$ cat config.mk
export PLATFORM = sky130hd
export DESIGN_NAME = icache_assoc
export DESIGN_NICKNAME = d
export VERILOG_FILES = /design/src/rtl/icache_assoc.sv
export SDC_FILE = /design/constraint.sdc
export NUM_CORES = 2
export LEC_CHECK = 0
export CAP_MARGIN = 20
export CORE_UTILIZATION = 49
export CTS_CLUSTER_SIZE = 30
export DETAILED_ROUTE_END_ITERATION = 6
export PLACE_DENSITY_LB_ADDON = 0.15
export SKIP_LAST_GASP = 1
export SYNTH_ARGS = -nofsm -noshare
export SYNTH_HDL_FRONTEND = slang
export SYNTH_MEMORY_MAX_BITS = 65536
export SYNTH_SLANG_ARGS = --single-unit
$ cat constraint.sdc
create_clock -name clk -period 48.4 [get_ports clk]
set_input_delay 9.68 -clock clk [delete_from_list [all_inputs] [get_ports clk]]
set_output_delay 9.68 -clock clk [all_outputs]
set_load 0.02 [all_outputs]
$ cat src/rtl/icache_assoc.sv
// Set-associative read-only instruction cache with tree-PLRU replacement.
// Hits complete in the request cycle. A miss fetches one 256-bit line and then
// replays the request as a hit. A flush that arrives during a fill is deferred
// until the fill has been written.
module icache_assoc #(
    parameter int unsigned s_offset = 5,
    parameter int unsigned s_index  = 3,
    parameter int unsigned num_ways = 2
) (
    input  logic         clk,
    input  logic         rst,
    input  logic [31:0]  mem_address,
    input  logic         mem_read,
    output logic [31:0]  mem_rdata,
    output logic         mem_resp,
    input  logic         flush,
    output logic [31:0]  pmem_address,
    output logic         pmem_read,
    input  logic [255:0] pmem_rdata,
    input  logic         pmem_resp
);

    localparam int unsigned S_TAG    = 32 - s_offset - s_index;
    localparam int unsigned NUM_SETS = 2 ** s_index;
    localparam int unsigned WAY_W    = $clog2(num_ways);
    localparam int unsigned PLRU_W   = num_ways - 1;
    localparam int unsigned LINE_W   = 256;

    typedef enum logic [1:0] {
        IDLE,
        FETCH,
        FLUSHWAIT
    } state_e;

    state_e              state_q;
    logic [num_ways-1:0] valid_q [NUM_SETS];
    logic [PLRU_W-1:0]   plru_q  [NUM_SETS];
    logic [S_TAG-1:0]    tag_q   [NUM_SETS][num_ways];
    logic [LINE_W-1:0]   data_q  [NUM_SETS][num_ways];
    logic [WAY_W-1:0]    victim_q;
    logic                flush_pend_q;

    logic [s_index-1:0]  idx;
    logic [S_TAG-1:0]    tag;
    logic [num_ways-1:0] hit_vec;
    logic                hit_any;
    logic [WAY_W-1:0]    hit_way;
    logic [WAY_W-1:0]    victim;
    logic [LINE_W-1:0]   hit_line;
    logic                fill_done;
    logic                unused_addr_bits;

    // Walk the PLRU tree: bit 0 steers toward the lower half, bit 1 toward the upper half.
    function automatic logic [WAY_W-1:0] plru_victim(input logic [PLRU_W-1:0] bits);
        int unsigned node;
        node = 1;
        for (int l = 0; l < int'(WAY_W); l++) begin
            node = 2 * node + 32'(bits[node-1]);
        end
        return WAY_W'(node - num_ways);
    endfunction

    // Point every node on the path to the accessed way in the opposite direction.
    function automatic logic [PLRU_W-1:0] plru_touch(input logic [PLRU_W-1:0] bits,
                                                    input logic [WAY_W-1:0]  way);
        logic [PLRU_W-1:0] r;
        int unsigned       node;
        logic              dir;
        r    = bits;
        node = 1;
        for (int l = 0; l < int'(WAY_W); l++) begin
            dir       = way[WAY_W-1-l];
            r[node-1] = ~dir;
            node      = 2 * node + 32'(dir);
        end
        return r;
    endfunction

    assign idx              = mem_address[s_offset +: s_index];
    assign tag              = mem_address[31 -: S_TAG];
    assign unused_addr_bits = ^mem_address[1:0];
    assign fill_done        = (state_q == FETCH) && pmem_resp;

    // Tag compare across the indexed set. The lowest matching way is selected.
    always_comb begin
        hit_vec = '0;
        hit_way = '0;
        for (int w = 0; w < int'(num_ways); w++) begin
            hit_vec[w] = valid_q[idx][w] && (tag_q[idx][w] == tag);
        end
        for (int w = int'(num_ways) - 1; w >= 0; w--) begin
            if (hit_vec[w]) begin
                hit_way = WAY_W'(w);
            end
        end
        hit_any = |hit_vec;
    end

    // Victim choice: the lowest invalid way if there is one, otherwise the PLRU way.
    always_comb begin
        victim = plru_victim(plru_q[idx]);
        for (int w = int'(num_ways) - 1; w >= 0; w--) begin
            if (!valid_q[idx][w]) begin
                victim = WAY_W'(w);
            end
        end
    end

    // CPU-side response. It is gated by flush, so a flush in the same cycle beats the hit.
    always_comb begin
        hit_line  = data_q[idx][hit_way];
        mem_rdata = hit_line[{mem_address[4:2], 5'b00000} +: 32];
        mem_resp  = !rst && (state_q == IDLE) && mem_read && !flush && hit_any;
    end

    // Memory-side fill request. It reuses the held CPU address, aligned to the line.
    always_comb begin
        pmem_read    = (state_q == FETCH);
        pmem_address = {mem_address[31:s_offset], {s_offset{1'b0}}};
    end

    // Controller state, valid/PLRU metadata, victim latch and deferred flush.
    always_ff @(posedge clk) begin
        if (rst) begin
            state_q      <= IDLE;
            victim_q     <= '0;
            flush_pend_q <= 1'b0;
            for (int s = 0; s < int'(NUM_SETS); s++) begin
                valid_q[s] <= '0;
                plru_q[s]  <= '0;
            end
        end else begin
            unique case (state_q)
                IDLE: begin
                    if (flush) begin
                        for (int s = 0; s < int'(NUM_SETS); s++) begin
                            valid_q[s] <= '0;
                            plru_q[s]  <= '0;
                        end
                    end else if (mem_read) begin
                        if (hit_any) begin
                            plru_q[idx] <= plru_touch(plru_q[idx], hit_way);
                        end else begin
                            victim_q <= victim;
                            state_q  <= FETCH;
                        end
                    end
                end
                FETCH: begin
                    if (flush) begin
                        flush_pend_q <= 1'b1;
                    end
                    if (pmem_resp) begin
                        valid_q[idx][victim_q] <= 1'b1;
                        state_q <= (flush_pend_q || flush) ? FLUSHWAIT : IDLE;
                    end
                end
                FLUSHWAIT: begin
                    for (int s = 0; s < int'(NUM_SETS); s++) begin
                        valid_q[s] <= '0;
                        plru_q[s]  <= '0;
                    end
                    flush_pend_q <= 1'b0;
                    state_q      <= IDLE;
                end
                default: state_q <= IDLE;
            endcase
        end
    end

    // Line and tag storage. It has no reset and is only written when a fill completes.
    always_ff @(posedge clk) begin
        if (!rst && fill_done) begin
            data_q[idx][victim_q] <= pmem_rdata;
            tag_q[idx][victim_q]  <= tag;
        end
    end

endmodule
# --- Word level (Yosys, flattened, before mapping) ---
# Memories as Yosys holds them, arrays and structs flattened.
# Index checks and enable logic that the tools add are counted.
word_totals:
  reg_bits: 4
  mem_bits_rw: 4504
  in_bits: 293
  out_inout_bits: 66
  elab_cells: 163
  n_memories: 4
memory_table:
  columns: ["name", "depth", "word_bits", "read_ports", "rd_ports_with_merged_regs", "wr", "line_no", "rtl"]
  rows:
  - ["data_q", 8, 512, 1, 0, 1, "39", "logic [LINE_W-1:0] data_q [NUM_SETS][num_ways];"]
  - ["tag_q", 8, 48, 1, 0, 1, "38", "logic [S_TAG-1:0] tag_q [NUM_SETS][num_ways];"]
  - ["valid_q", 8, 2, 1, 0, 8, "36", "logic [num_ways-1:0] valid_q [NUM_SETS];"]
  - ["plru_q", 8, 1, 1, 0, 8, "37", "logic [PLRU_W-1:0] plru_q [NUM_SETS];"]
op_classes:
  addsub: 2
  magnitude_cmp: 5
  n_eq_ne: 9
  shifts: 1
  mux: 81
  bitwise: 37
  reduce_logical: 21
ops:
  columns: ["operator", "count"]
  rows:
  - ["two-way mux 256 bit", 4]
  - ["two-way mux 512 bit", 1]
  - ["demux 256 bit (select 1 bit)", 1]
  - ["variable part select 256 x 9 -> 32 bit", 1]
  - ["equality test 24 bit", 2]
  - ["two-way mux 2 bit", 24]
  - ["two-way mux 48 bit", 1]
  - ["two-way mux 1 bit", 43]
  - ["OR 1 bit", 32]
  - ["demux 24 bit (select 1 bit)", 1]
  - ["two-way mux 24 bit", 1]
  - ["logical AND 1 bit", 10]
  - ["!= test 2 bit (second input constant)", 4]
  - ["AND reduction 4 bit", 2]
  - ["two-way mux 3 bit", 2]
  - ["greater-or-equal comparator 2 bit (second input constant)", 2]
  - ["NOT 1 -> 2 bit", 2]
  - ["case mux 2 bit (2 select lines)", 1]
  - ["OR reduction 2 bit", 2]
  - ["NOT 1 bit", 3]
  - ["equality test 2 x 1 -> 1 bit (second input constant)", 1]
  - ["equality test 2 bit (second input constant)", 1]
  - ["zero test 1 bit", 2]
  - ["zero test 2 bit", 1]
  - ["12 further kinds", 12]

# --- Logic depth before layout (Yosys ltp) ---
# An unclocked memory read counts as a cell.
depth:
  word_depth: 12
  depth_mapped: 16
  depth_no_buf: 9

# --- Worst setup path before layout ---
# No wires, ideal clock.
synth_timing:
  kind: "input -> register"
  from: "input port mem_address[7]"
  to: "memory data_q[6][0] in the netlist's numbering, enable pin"
  setup_ps: 930
  t_arrival_ps: 23367
  t_required_ps: 47470
  slack_ps: 24104
  stages: 12
  path_buffers: 10
  path_cell_list: "buf_6 buf_4 buf_6 buf_4 buf_4 buf_2 buf_2 buf_2 buf_2 buf_2 nand2_1 nor2_1"
synth_lines:
  columns: ["item", "line_no", "rtl"]
  rows:
  - ["from (decl)", "12", "input logic [31:0] mem_address,"]
  - ["to (decl)", "39", null]
# Straight into the memory's write port.

# --- Worst setup path in the final report ---
layout_timing:
  from: "input port mem_address[6]"
  to: "output port mem_rdata[21]"
layout_via:
  elab_chain_cells: 10
  elab_cells_between_ends: 14
  classes_between: "eq/ne (2); shift (1); mux (5); bitwise (1); reduce/logical (2); memory (3)"
layout_rtl:
  columns: ["item", "line_no", "rtl"]
  rows:
  - ["memory (8 x 48 bit)", null, null]
  - ["equality test 24 bit", "89", "hit_vec[w] = valid_q[idx][w] && (tag_q[idx][w] == tag);"]
  - ["logical AND 1 bit", "89", null]
  - ["two-way mux 1 bit (2 in a row)", "92", "if (hit_vec[w]) begin"]
  - ["NOT 1 -> 2 bit (not written as such)", "111", "hit_line = data_q[idx][hit_way];"]
  - ["two-way mux 256 bit (not written as such) (*) (3 in a row)", "111", null]
  - ["variable part select 256 x 9 -> 32 bit (*)", "112", "mem_rdata = hit_line[{mem_address[4:2], 5'b00000} +: 32];"]
  - ["to (decl)", "14", "output logic [31:0] mem_rdata,"]
# Mark *: on every way between the ends. The rest lies on a longest branch, timed or not. The select of a mux whose other input is x is not followed.

==> qor.yml <==
status: "finished clean"
syn_area_um2: 170000
drv_slew: 0
p_per_area_nw_per_um2: 42.0
cp_max_fo: 43
worst_slew_pin_slew_ps: 1320
critical_path.endpoint: "mem_rdata[21]"
reg2reg_from: "state_q[0]"
via_per_inst: 6.60
htree_num_levels: 5
via_count: 97400
grtUsageTotal_pct: 30.0
clk_pin_slew_ps: 60
synth_top_area_cell: "edfxtp_1"
synthTopCellsByCount: "edfxtp_1, a22oi_1, a21oi_1, mux2i_1, nand2_1"
synth_compound_area_share_pct: 10.2
post-synth-top-count-cell: "edfxtp_1"
dp_slack_ps: 21630
areaGrowthSynthToFinish_pct: 13.5
rsz0062_at_grt: "no"
slowest_stage: "mux2i_1"
finalHoldViolations: 0
power.leakage_nw: 60.3
fin_ws_ps: 21480
coreArea_um2: 344000
worstSetupPathType: "in2out"
grt_pass1_wl_um: 736000
crit_chain: "buf_8 > buf_4 > nor2b_4 > buf_4 > a22oi_1 > a21oi_1 > o2111ai_1 > nor4b_2 > nand4_4 > nor2_8 > buf_4 > mux2i_1 > clkdlybuf4s50_1"
finalSetupTns_ps: 0
ctsResizeCount: 0
wire_per_inst_um: 36.0
synth_xor_area_share_pct: 0.165
instances_no_fill: 14800
final.min_clock_period_ps: 26920
synthFlopType: "edfxtp_1"
die_y_um: 590
ys_seq_area_share_pct: 79.7
rr_endpoint: "data_q[4][351]"
placementRows: 215
finalSetupViolCount: 0
synth-async-reset-ratio_pct: 0
min_path_cells: 1
synthTopCellsByArea: "edfxtp_1, a22oi_1, mux2i_1"
power.share.clock_pct: 41.7
synth.top_cell.area_share_pct: 79.4
rrSetupSlack_ps: 41720
worstSkewPairLatency_ps: 980
ir_drop_uv: 31.5
min_period_over_period_pct: 55.6
syn_area_per_cell_um2: 18.1
cp-startpoint: "mem_address[6]"
cts-root-buf: "clkbuf_16"
post_cts.repair.setup_buffers: 0
placed_area_um2: 178000
fillers: 26100
grt_overflow: 0
stdcell_area_um2: 193000
cp_data_arrival_time_ps: 17240
yosysWarnings: 0
p_switching_w: 0.00174
first_global_vias: 94600
synth-simple-area-share_pct: 2.62
setup.worst_path.start_class: "input pin"
endpoint_kind: "primary output"
cts_tree: "done"
fmax_mhz: 37.1
dieArea_um2: 349000
power.total_w: 0.00809
route.detailed.drc: 0
drt_wl_total_um: 531000
fin_worst_skew_ps: 42.1
port_buffers: 351
comb_power_share_pct: 5.1
drive_gt1_share_pct: 12.2
cp_common_cell: "buf_4"
io_pins: 359
intPower_w: 0.00634
synth_mux_area_share_pct: 5.52
holdBufCountCts: 0
hold_path_class: "reg2reg"
synth_top_family_by_area: "compound AO/OA/AOI/OAI gates"
cts_inserted_buffers: 451
crit_family: "buffers and inverters"
clock-sinks: 4508
ys_types: 83
drt_iter0_markers: 14400
final_antenna_net_count: 0
seqPwrFrac_pct: 53.2
initial_core_util_pct: 49.4
synthAdderAreaFrac_pct: 0
clk_path_buf_depth: 4
critPathBufInv: 5
antenna_found_initial: 134
die_w_um: 590
place_inst: 13900
reg2reg_depth: 9
slowest_delay_ps: 1000
p_sw_share_pct: 21.6
synth_edf_count: 4488
syn_inst: 9357
grt_max_degree: 112
maxSlewHeadroom_pct: 12.0
maxCapViolCount: 0
dp_hpwl_um: 276000
crit_cells: 13
gpl.final_weighted_congestion: 0.798
fin_nets: 10100
firstDrtPassIters: 6
crit_required_ps: 38720
synth.ff_latch_count: 4508
==> kinds of logic (layout without fill, tap and decap cells) <==
logic type / Yosys count / after routing
flip-flops: 4508 / 4508
AND/OR/NAND/NOR: 978 / 978
buffers and inverters: 669 / 1453
multiplexers: 749 / 749
AO/OA/AOI/OAI: 2420 / 2420
XOR/XNOR: 32 / 32
other: 1 / 64
==> cell type report <==
class	count	area, um2	share of cell area, %
diodes	59	148	0.0767
clock inverters	262	2080	1.08
inverters	11	53.8	0.0279
well taps	4557	5700	2.96
multi-input cells	4184	31600	16.4
clock buffers	559	12000	6.22
repair buffers	621	5870	3.05
flip-flops and latches	4508	135000	70.2
==> metal layers <==
layer / global-route usage [%] / vias up / share of wire (%)
li1: - / 39600 / -
met3: 7.24 / 869 / 11
met5: 0 / - / 0.091
met4: 8.09 / 74 / 2.6
met2: 47.1 / 5550 / 47
met1: 42.2 / 51300 / 39
==> flip-flops by register name (all words and copies together) (netlist names) <==
name / count
tag_q: 384
data_q: 4096
flush_pend_q: 1
victim_q: 1
state_q: 2
plru_q: 8
valid_q: 16
==> placed cells by master (no fill, tap or decap), types with 170 or more instances in the layout <==
master,synthesis,routed
a21oi_1,455,455
a221oi_1,334,334
a22o_1,185,185
a22oi_1,692,692
buf_4,68,244
clkbuf_16,0,465
clkdlybuf4s50_1,0,345
edfxtp_1,4488,4488
mux2_2,170,170
mux2i_1,447,447
nand2_1,393,392
nor2_1,255,234
o21ai_0,300,300
==> power groups by stage <==
| stage | registers, W | clock network (W) | logic, W |
|---|---|---|---|
| finish | 0.00430 | 0.00337 | 0.000416 |
| global route | 0.00430 | 0.00355 | 0.000437 |
| CTS | 0.00430 | 0.00340 | 0.000413 |
| detailed placement | 0.00438 | 0 | 0.000411 |
| global placement | 0.00438 | 0 | 0.000404 |
| floorplan | 0.00438 | 0 | 0.000196 |
==> metrics by stage <==
step / util, % / hold slack [ps]
6_report: 56.0 / 449
3_5_place_dp: 51.9 / 436
4_1_cts: 56.0 / 451
3_3_place_gp: 51.9 / 428
2_1_floorplan: - / 421
5_1_grt: 56.0 / 476
==> worst register-to-register path, stage by stage, from the launching register on <==
cell,delay [ps]
dfxtp_1,360
nor2b_1,270
nor3b_1,660
nand2b_1,650
nor2_4,220
buf_4,610
buf_4,800
buf_4,930
buf_4,820
buf_4,910
==> how the worst min path moves through the flow <==
stage / start / endpoint / slack, ps
floorplan: valid_q[2][0] / valid_q[2][0] / 420
global placement: valid_q[2][0] / valid_q[2][0] / 430
detailed placement: valid_q[6][0] / valid_q[6][0] / 440
CTS: valid_q[6][0] / valid_q[6][0] / 450
global route: valid_q[4][1] / valid_q[4][1] / 480
finish: valid_q[6][0] / valid_q[6][0] / 450
(Power assumes the default switching activity.)
